--- config.mk ---
export PLATFORM = sky130hd
export DESIGN_NAME = fetch_redirect_ctrl
export DESIGN_NICKNAME = d
export VERILOG_FILES = /design/src/rtl/fetch_redirect_ctrl_pkg.sv /design/src/rtl/fetch_redirect_ctrl_perf_counter.sv /design/src/rtl/fetch_redirect_ctrl.sv
export SDC_FILE = /design/constraint.sdc
export NUM_CORES = 1
export LEC_CHECK = 0
export BUFFER_PORTS_ARGS = -buffer_cell sky130_fd_sc_hd__buf_2
export CAP_MARGIN = 20
export CORE_MARGIN = 2
export CORE_UTILIZATION = 50
export DETAILED_ROUTE_END_ITERATION = 16
export PLACE_DENSITY_LB_ADDON = 0.25
export SLEW_MARGIN = 20
export SYNTH_ARGS = -nofsm -noshare
export SYNTH_HDL_FRONTEND = slang
export SYNTH_SLANG_ARGS = --single-unit
--- constraint.sdc ---
create_clock -name clk -period 3.7 [get_ports clk]
set_clock_uncertainty 0.15 [all_clocks]
set_input_delay 0.185 -clock clk [delete_from_list [all_inputs] [get_ports clk]]
set_output_delay 0.185 -clock clk [all_outputs]
set_load 0.1 [all_outputs]
--- src/rtl/fetch_redirect_ctrl_pkg.sv ---
// Shared types for the fetch redirect path: the branch packet exchanged
// between fetch/execute and the redirect controller FSM encoding.
package fetch_redirect_ctrl_pkg;

   localparam int JMP_PC_W = 32;

   // Branch packet: valid = branch seen, en = taken, pc_dst = target
   typedef struct packed {
      logic                valid;
      logic                en;
      logic [JMP_PC_W-1:0] pc_dst;
   } jmp_pack_t;

   typedef enum logic [1:0] {
      IDLE      = 2'd0,
      WAIT_SLOT = 2'd1,
      PENDING   = 2'd2
   } redirect_state_t;

endpackage

--- src/rtl/fetch_redirect_ctrl_perf_counter.sv ---
// Wrapping event counter used for branch statistics.
module jmp_perf_counter #(
   parameter int CNT_WIDTH = 16
) (
   input  logic                 clk,
   input  logic                 resetn,
   input  logic                 i_inc,
   input  logic                 i_clear,
   output logic [CNT_WIDTH-1:0] o_count
);

   logic [CNT_WIDTH-1:0] r_cnt;

   // Count events; wraps naturally modulo 2^CNT_WIDTH
   always_ff @(posedge clk or negedge resetn) begin
      if (!resetn)      r_cnt <= '0;
      else if (i_clear) r_cnt <= '0;
      else if (i_inc)   r_cnt <= r_cnt + CNT_WIDTH'(1);
   end

   assign o_count = r_cnt;

endmodule

--- src/rtl/fetch_redirect_ctrl.sv ---
// Consumes resolved branches from execute, waits for the delay slot,
// redirects the fetch PC with a handshake, flushes the wrong path and
// keeps taken / not-taken statistics.
module fetch_redirect_ctrl
   import fetch_redirect_ctrl_pkg::*;
#(
   parameter int                  PC_WIDTH  = 32,
   parameter int                  CNT_WIDTH = 16,
   parameter logic [PC_WIDTH-1:0] RESET_PC  = 32'hbfc0_0000
) (
   input  logic                 clk,
   input  logic                 resetn,
   input  logic                 res_valid,
   input  jmp_pack_t            res_jmp,
   output logic                 res_ready,
   input  logic                 slot_fetched,
   output logic                 redirect_valid,
   output logic [PC_WIDTH-1:0]  redirect_pc,
   input  logic                 fetch_ready,
   output logic                 flush,
   output logic                 adel,
   input  logic                 exc_flush,
   output logic [CNT_WIDTH-1:0] taken_cnt,
   output logic [CNT_WIDTH-1:0] ntaken_cnt
);

   redirect_state_t     r_state, w_next;
   logic [PC_WIDTH-1:0] r_target;
   logic [PC_WIDTH-1:0] r_redirect_pc;
   logic [PC_WIDTH-1:0] w_load_val;
   logic                r_flush, r_adel;
   logic                w_accept, w_load_pc, w_hs, w_nt_inc;
   logic [PC_WIDTH-1:0] w_pc_in;

   // A beat arriving together with an exception flush is dropped outright
   assign w_accept = res_valid & res_ready & res_jmp.valid & ~exc_flush;
   assign w_pc_in  = res_jmp.pc_dst[PC_WIDTH-1:0];

   // Next state; redirect_pc only reloads on entry to PENDING so it stays
   // put while no redirect is being requested
   always_comb begin
      w_next     = r_state;
      w_load_pc  = 1'b0;
      w_load_val = r_target;
      w_hs       = 1'b0;
      w_nt_inc   = 1'b0;
      if (exc_flush) begin
         w_next = IDLE;
      end else begin
         case (r_state)
            IDLE: begin
               if (w_accept) begin
                  if (!res_jmp.en) begin
                     w_nt_inc = 1'b1;
                  end else if (slot_fetched) begin
                     w_next     = PENDING;
                     w_load_pc  = 1'b1;
                     w_load_val = w_pc_in;
                  end else begin
                     w_next = WAIT_SLOT;
                  end
               end
            end
            WAIT_SLOT: begin
               if (slot_fetched) begin
                  w_next    = PENDING;
                  w_load_pc = 1'b1;
               end
            end
            PENDING: begin
               if (fetch_ready) begin
                  w_hs   = 1'b1;
                  w_next = IDLE;
               end
            end
            default: w_next = IDLE;
         endcase
      end
   end

   // State, target and registered pulse outputs
   always_ff @(posedge clk or negedge resetn) begin
      if (!resetn) begin
         r_state       <= IDLE;
         r_target      <= RESET_PC;
         r_redirect_pc <= RESET_PC;
         r_flush       <= 1'b0;
         r_adel        <= 1'b0;
      end else begin
         r_state <= w_next;
         if (w_accept && res_jmp.en) r_target <= w_pc_in;
         if (w_load_pc) r_redirect_pc <= w_load_val;
         r_flush <= w_hs;
         r_adel  <= w_hs & (|r_redirect_pc[1:0]);
      end
   end

   assign res_ready      = (r_state == IDLE);
   assign redirect_valid = (r_state == PENDING);
   assign redirect_pc    = r_redirect_pc;
   assign flush          = r_flush;
   assign adel           = r_adel;

   jmp_perf_counter #(.CNT_WIDTH(CNT_WIDTH)) u_taken_cnt (
      .clk     (clk),
      .resetn  (resetn),
      .i_inc   (w_hs),
      .i_clear (1'b0),
      .o_count (taken_cnt)
   );

   jmp_perf_counter #(.CNT_WIDTH(CNT_WIDTH)) u_ntaken_cnt (
      .clk     (clk),
      .resetn  (resetn),
      .i_inc   (w_nt_inc),
      .i_clear (1'b0),
      .o_count (ntaken_cnt)
   );

endmodule

==> results.yml <==
run_status:
  status: "complete, no violations"
final_layout:
  area_growth_syn_to_layout_pct: 28.70
  post_route_cells_drive_above_1_share_pct: 38.08
  final_net_count: 536
  antennaDiodeCount: 0
  fin_util_pct: 66.80
  layout.cells.non_filler: 604
synthesis:
  yosys-mux-area-fraction_pct: 16.32
  synth_top_family_by_area: "multiplexers"
  synth-async-reset-ratio_pct: 100.0
  synth_compound_area_share_pct: 4.415
  synth_simple_gate_area_share_pct: 11.94
  post_synth_fa_ha_maj_area_fraction_pct: 0.5809
  ys_top_cells_by_area: "dfrtp_1 (48%), dfstp_2 (11%), mux2_2 (8.9%)"
  syn_nets: 392
  synth_top_area_cell: "dfrtp_1"
  synth-warning-count: 0
  yosysUniqueCellTypes: 33
  post_synth_instance_area_sq_um: 4308
  synth_most_common_cell: "dfrtp_1"
  synthTopCellsByCount: "dfrtp_1 (82), nor2_1 (43), mux2_2 (34)"
  synth-seq-area-share_pct: 58.61
  post_synth_xor_area_fraction_pct: 6.099
  post_synth.cell_area_avg_sq_um: 12.31
  synth_cells: 350
  synth_edf_count: 0
  dominantRegCellSynth: "dfrtp_1"
  post-synth-top-area-fraction_pct: 47.63
  synth.ff_latch_count: 100
setup_path:
  slowest_stage: "nor2_4"
  timing.setup.critical_path_class: "reg2reg"
  cp.arrival_ns: 2.37
  timing.critical_path.cells: "or3_4, nor2_4, mux2_2"
  crit_path_start_kind: "flip-flop"
  critPathRequiredTime_ns: 3.78
  path_max_fanout: 32
  crit_path_end_kind: "flip-flop"
  cp_slowest_stage_delay_ns: 0.72
sta:
  tns_ns: 0
  setup-violations-final: 0
  worst_slew_pin_slew_ns: 0.9410
  slew_viol_final: 0
  finalCritPeriodShare_pct: 61.85
  max_clock_freq_mhz: 437.0
  worst_rel_slew_slack_pct: 37.12
  min_period_ns: 2.288
  unrepaired_setup_endpoints_after_global_routing: "no"
  timing_hold_violations_final: 0
routing:
  avgViaCountPerCell: 5.066
  dr.pass1.iters: 4
  detail_route.wl_per_cell_microns: 14.72
  drt_initial_violations: 66
  detailroute.via_count: 3060
  ant_nets: 0
  drt_drc_violations_left: 0
  routed_wirelength_mm: 8.890
clock_network:
  worst_skew_pair.late_latency_ns: 0.35
  cts_resized: 0
  clkTransAtPathRegs_ns: 0.09
  cts_tree: "built"
  ctsHtreeMaxLevel: 3
  cts.sinks: 100
  cts_root_buffer: "clkbuf_8"
  clock_tree.buffer_depth: 2
  numCtsBuffers: 9
floorplan:
  core_area_sq_um: 8299
  die_area_sq_um: 9374
  die-height_microns: 96.82
  die_width_microns: 96.82
  placement_rows: 33
  pin_count: 108
  initial_cell_density_of_the_core_pct: 51.91
grt:
  grt_pass1_wl_mm: 14.56
  first_global_vias: 3041
  largest_net_degree_at_the_start_of_global_routing: 78
  grt_overflow_total: 0
  antenna_found_initial: 0
  grt.total_usage_pct: 18.97
place:
  dp_cells: 552
  detailedPlacementHpwl_mm: 5.787
  place.port_buffers: 107
  gpl.final_weighted_congestion: 0.8384
pwr:
  total_leakage_power_uw: 0.002833
  vdd.ir_drop.worst_uv: 510.0
  p_per_area_nw_per_um2: 693.9
hold_path:
  hold_path.class: "in2reg"
flow_run:
  max_cap_violations: 0
-- worst max-delay path, delay by kind of cell, from the launching register on --
kind	cells	cell delay, ns
flip-flops	1	0.44
multiplexers	1	0.42
AND/OR/NAND/NOR	2	1.13
-- stage by stage --
step | total power (uW) | instance area [sq um] | hold WS (ns) | setup slack, ns
after floorplan | 2822 | 4308 | -0.2606 | 1.347
after global placement | 3070 | 4950 | 0.2419 | 1.476
after detailed placement | 3102 | 4950 | 0.2517 | 1.425
after CTS | 3870 | 5524 | 0.04413 | 1.406
after global routing | 4019 | 5544 | 0.07952 | 1.330
final | 3847 | 5544 | 0.05873 | 1.412
-- cell type report --
class	instances	area (sq um)
Sequential cell	100	2525
Tap cell	105	131.4
Inverter	4	15.01
Multi-Input combinational cell	231	1703
Fill cell	646	2755
Clock inverter	3	22.52
Clock buffer	13	201.4
Timing Repair Buffer	148	945.9
-- flip-flops by register name (all words and copies together), names as in the netlist --
name / flops
r_target: 32
redirect_pc: 32
u_ntaken_cnt.o_count: 16
u_taken_cnt.o_count: 16
r_state: 2
adel: 1
flush: 1
-- routing by layer --
layer	vias up	wire length, microns	global-route usage, %
met1	1496	3868	24.21
li1	1493	-	-
met4	0	56	4.550
met5	-	0	0
met3	5	341	4.697
met2	66	4624	32.64
-- cell families after synthesis --
kind of cell	after synthesis
buf+inv	19
simple gates	97
xor+xnor	30
flops	100
mux	66
fa+ha+maj	2
compound gates	36
-- worst paths after layout --
path / startpoint / end / slack, ns / cells after the start
worst max-delay path: r_state[0] / r_target[13] / 1.41 / 3
worst min-delay path: exc_flush / r_state[0] / 0.06 / 4
worst max register to register: r_state[0] / r_target[13] / 1.41 / 3
worst min register to register: u_ntaken_cnt.o_count[15] / u_ntaken_cnt.o_count[15] / 0.31 / 1
max in group asynchronous: resetn / redirect_pc[24] / 2.53 / 3
min in group asynchronous: resetn / u_ntaken_cnt.o_count[11] / 0.19 / 2
-- where the power goes --
group	leakage [uW]	total, uW	internal [uW]	switching [uW]
logic	0.00151	1610	317	1300
clock network	0.000112	734	365	369
registers	0.00121	1500	1360	143
total	0.00283	3850	2040	1810
-- what timing repair did --
action,in CTS,in global routing
buffers inserted,0,0
setup endpoints to repair,0,0
hold endpoints to repair,118,0
hold buffers,35,0
-- placed cells by master, fill, tap and decap left out, types with 3 or more instances in the layout --
master         Yosys  final
buf_4              0      6
mux2_2            34     34
and2_1             4      4
clkbuf_8           0     11
nand2_1           13     13
nand3_1            5      5
buf_2              7    106
a21oi_1           32     32
mux2i_1           32     32
nor2_1            43     42
xnor2_1           13     13
nor3_2             3      3
nor3_1             5      5
xor2_1            17     17
dlygate4sd3_1      0     35
dfstp_2           18     18
dfrtp_1           82     82
and3_1             3      3
inv_1              4      4
nand4_1            8      8
Power figures use the tool's default switching activity.
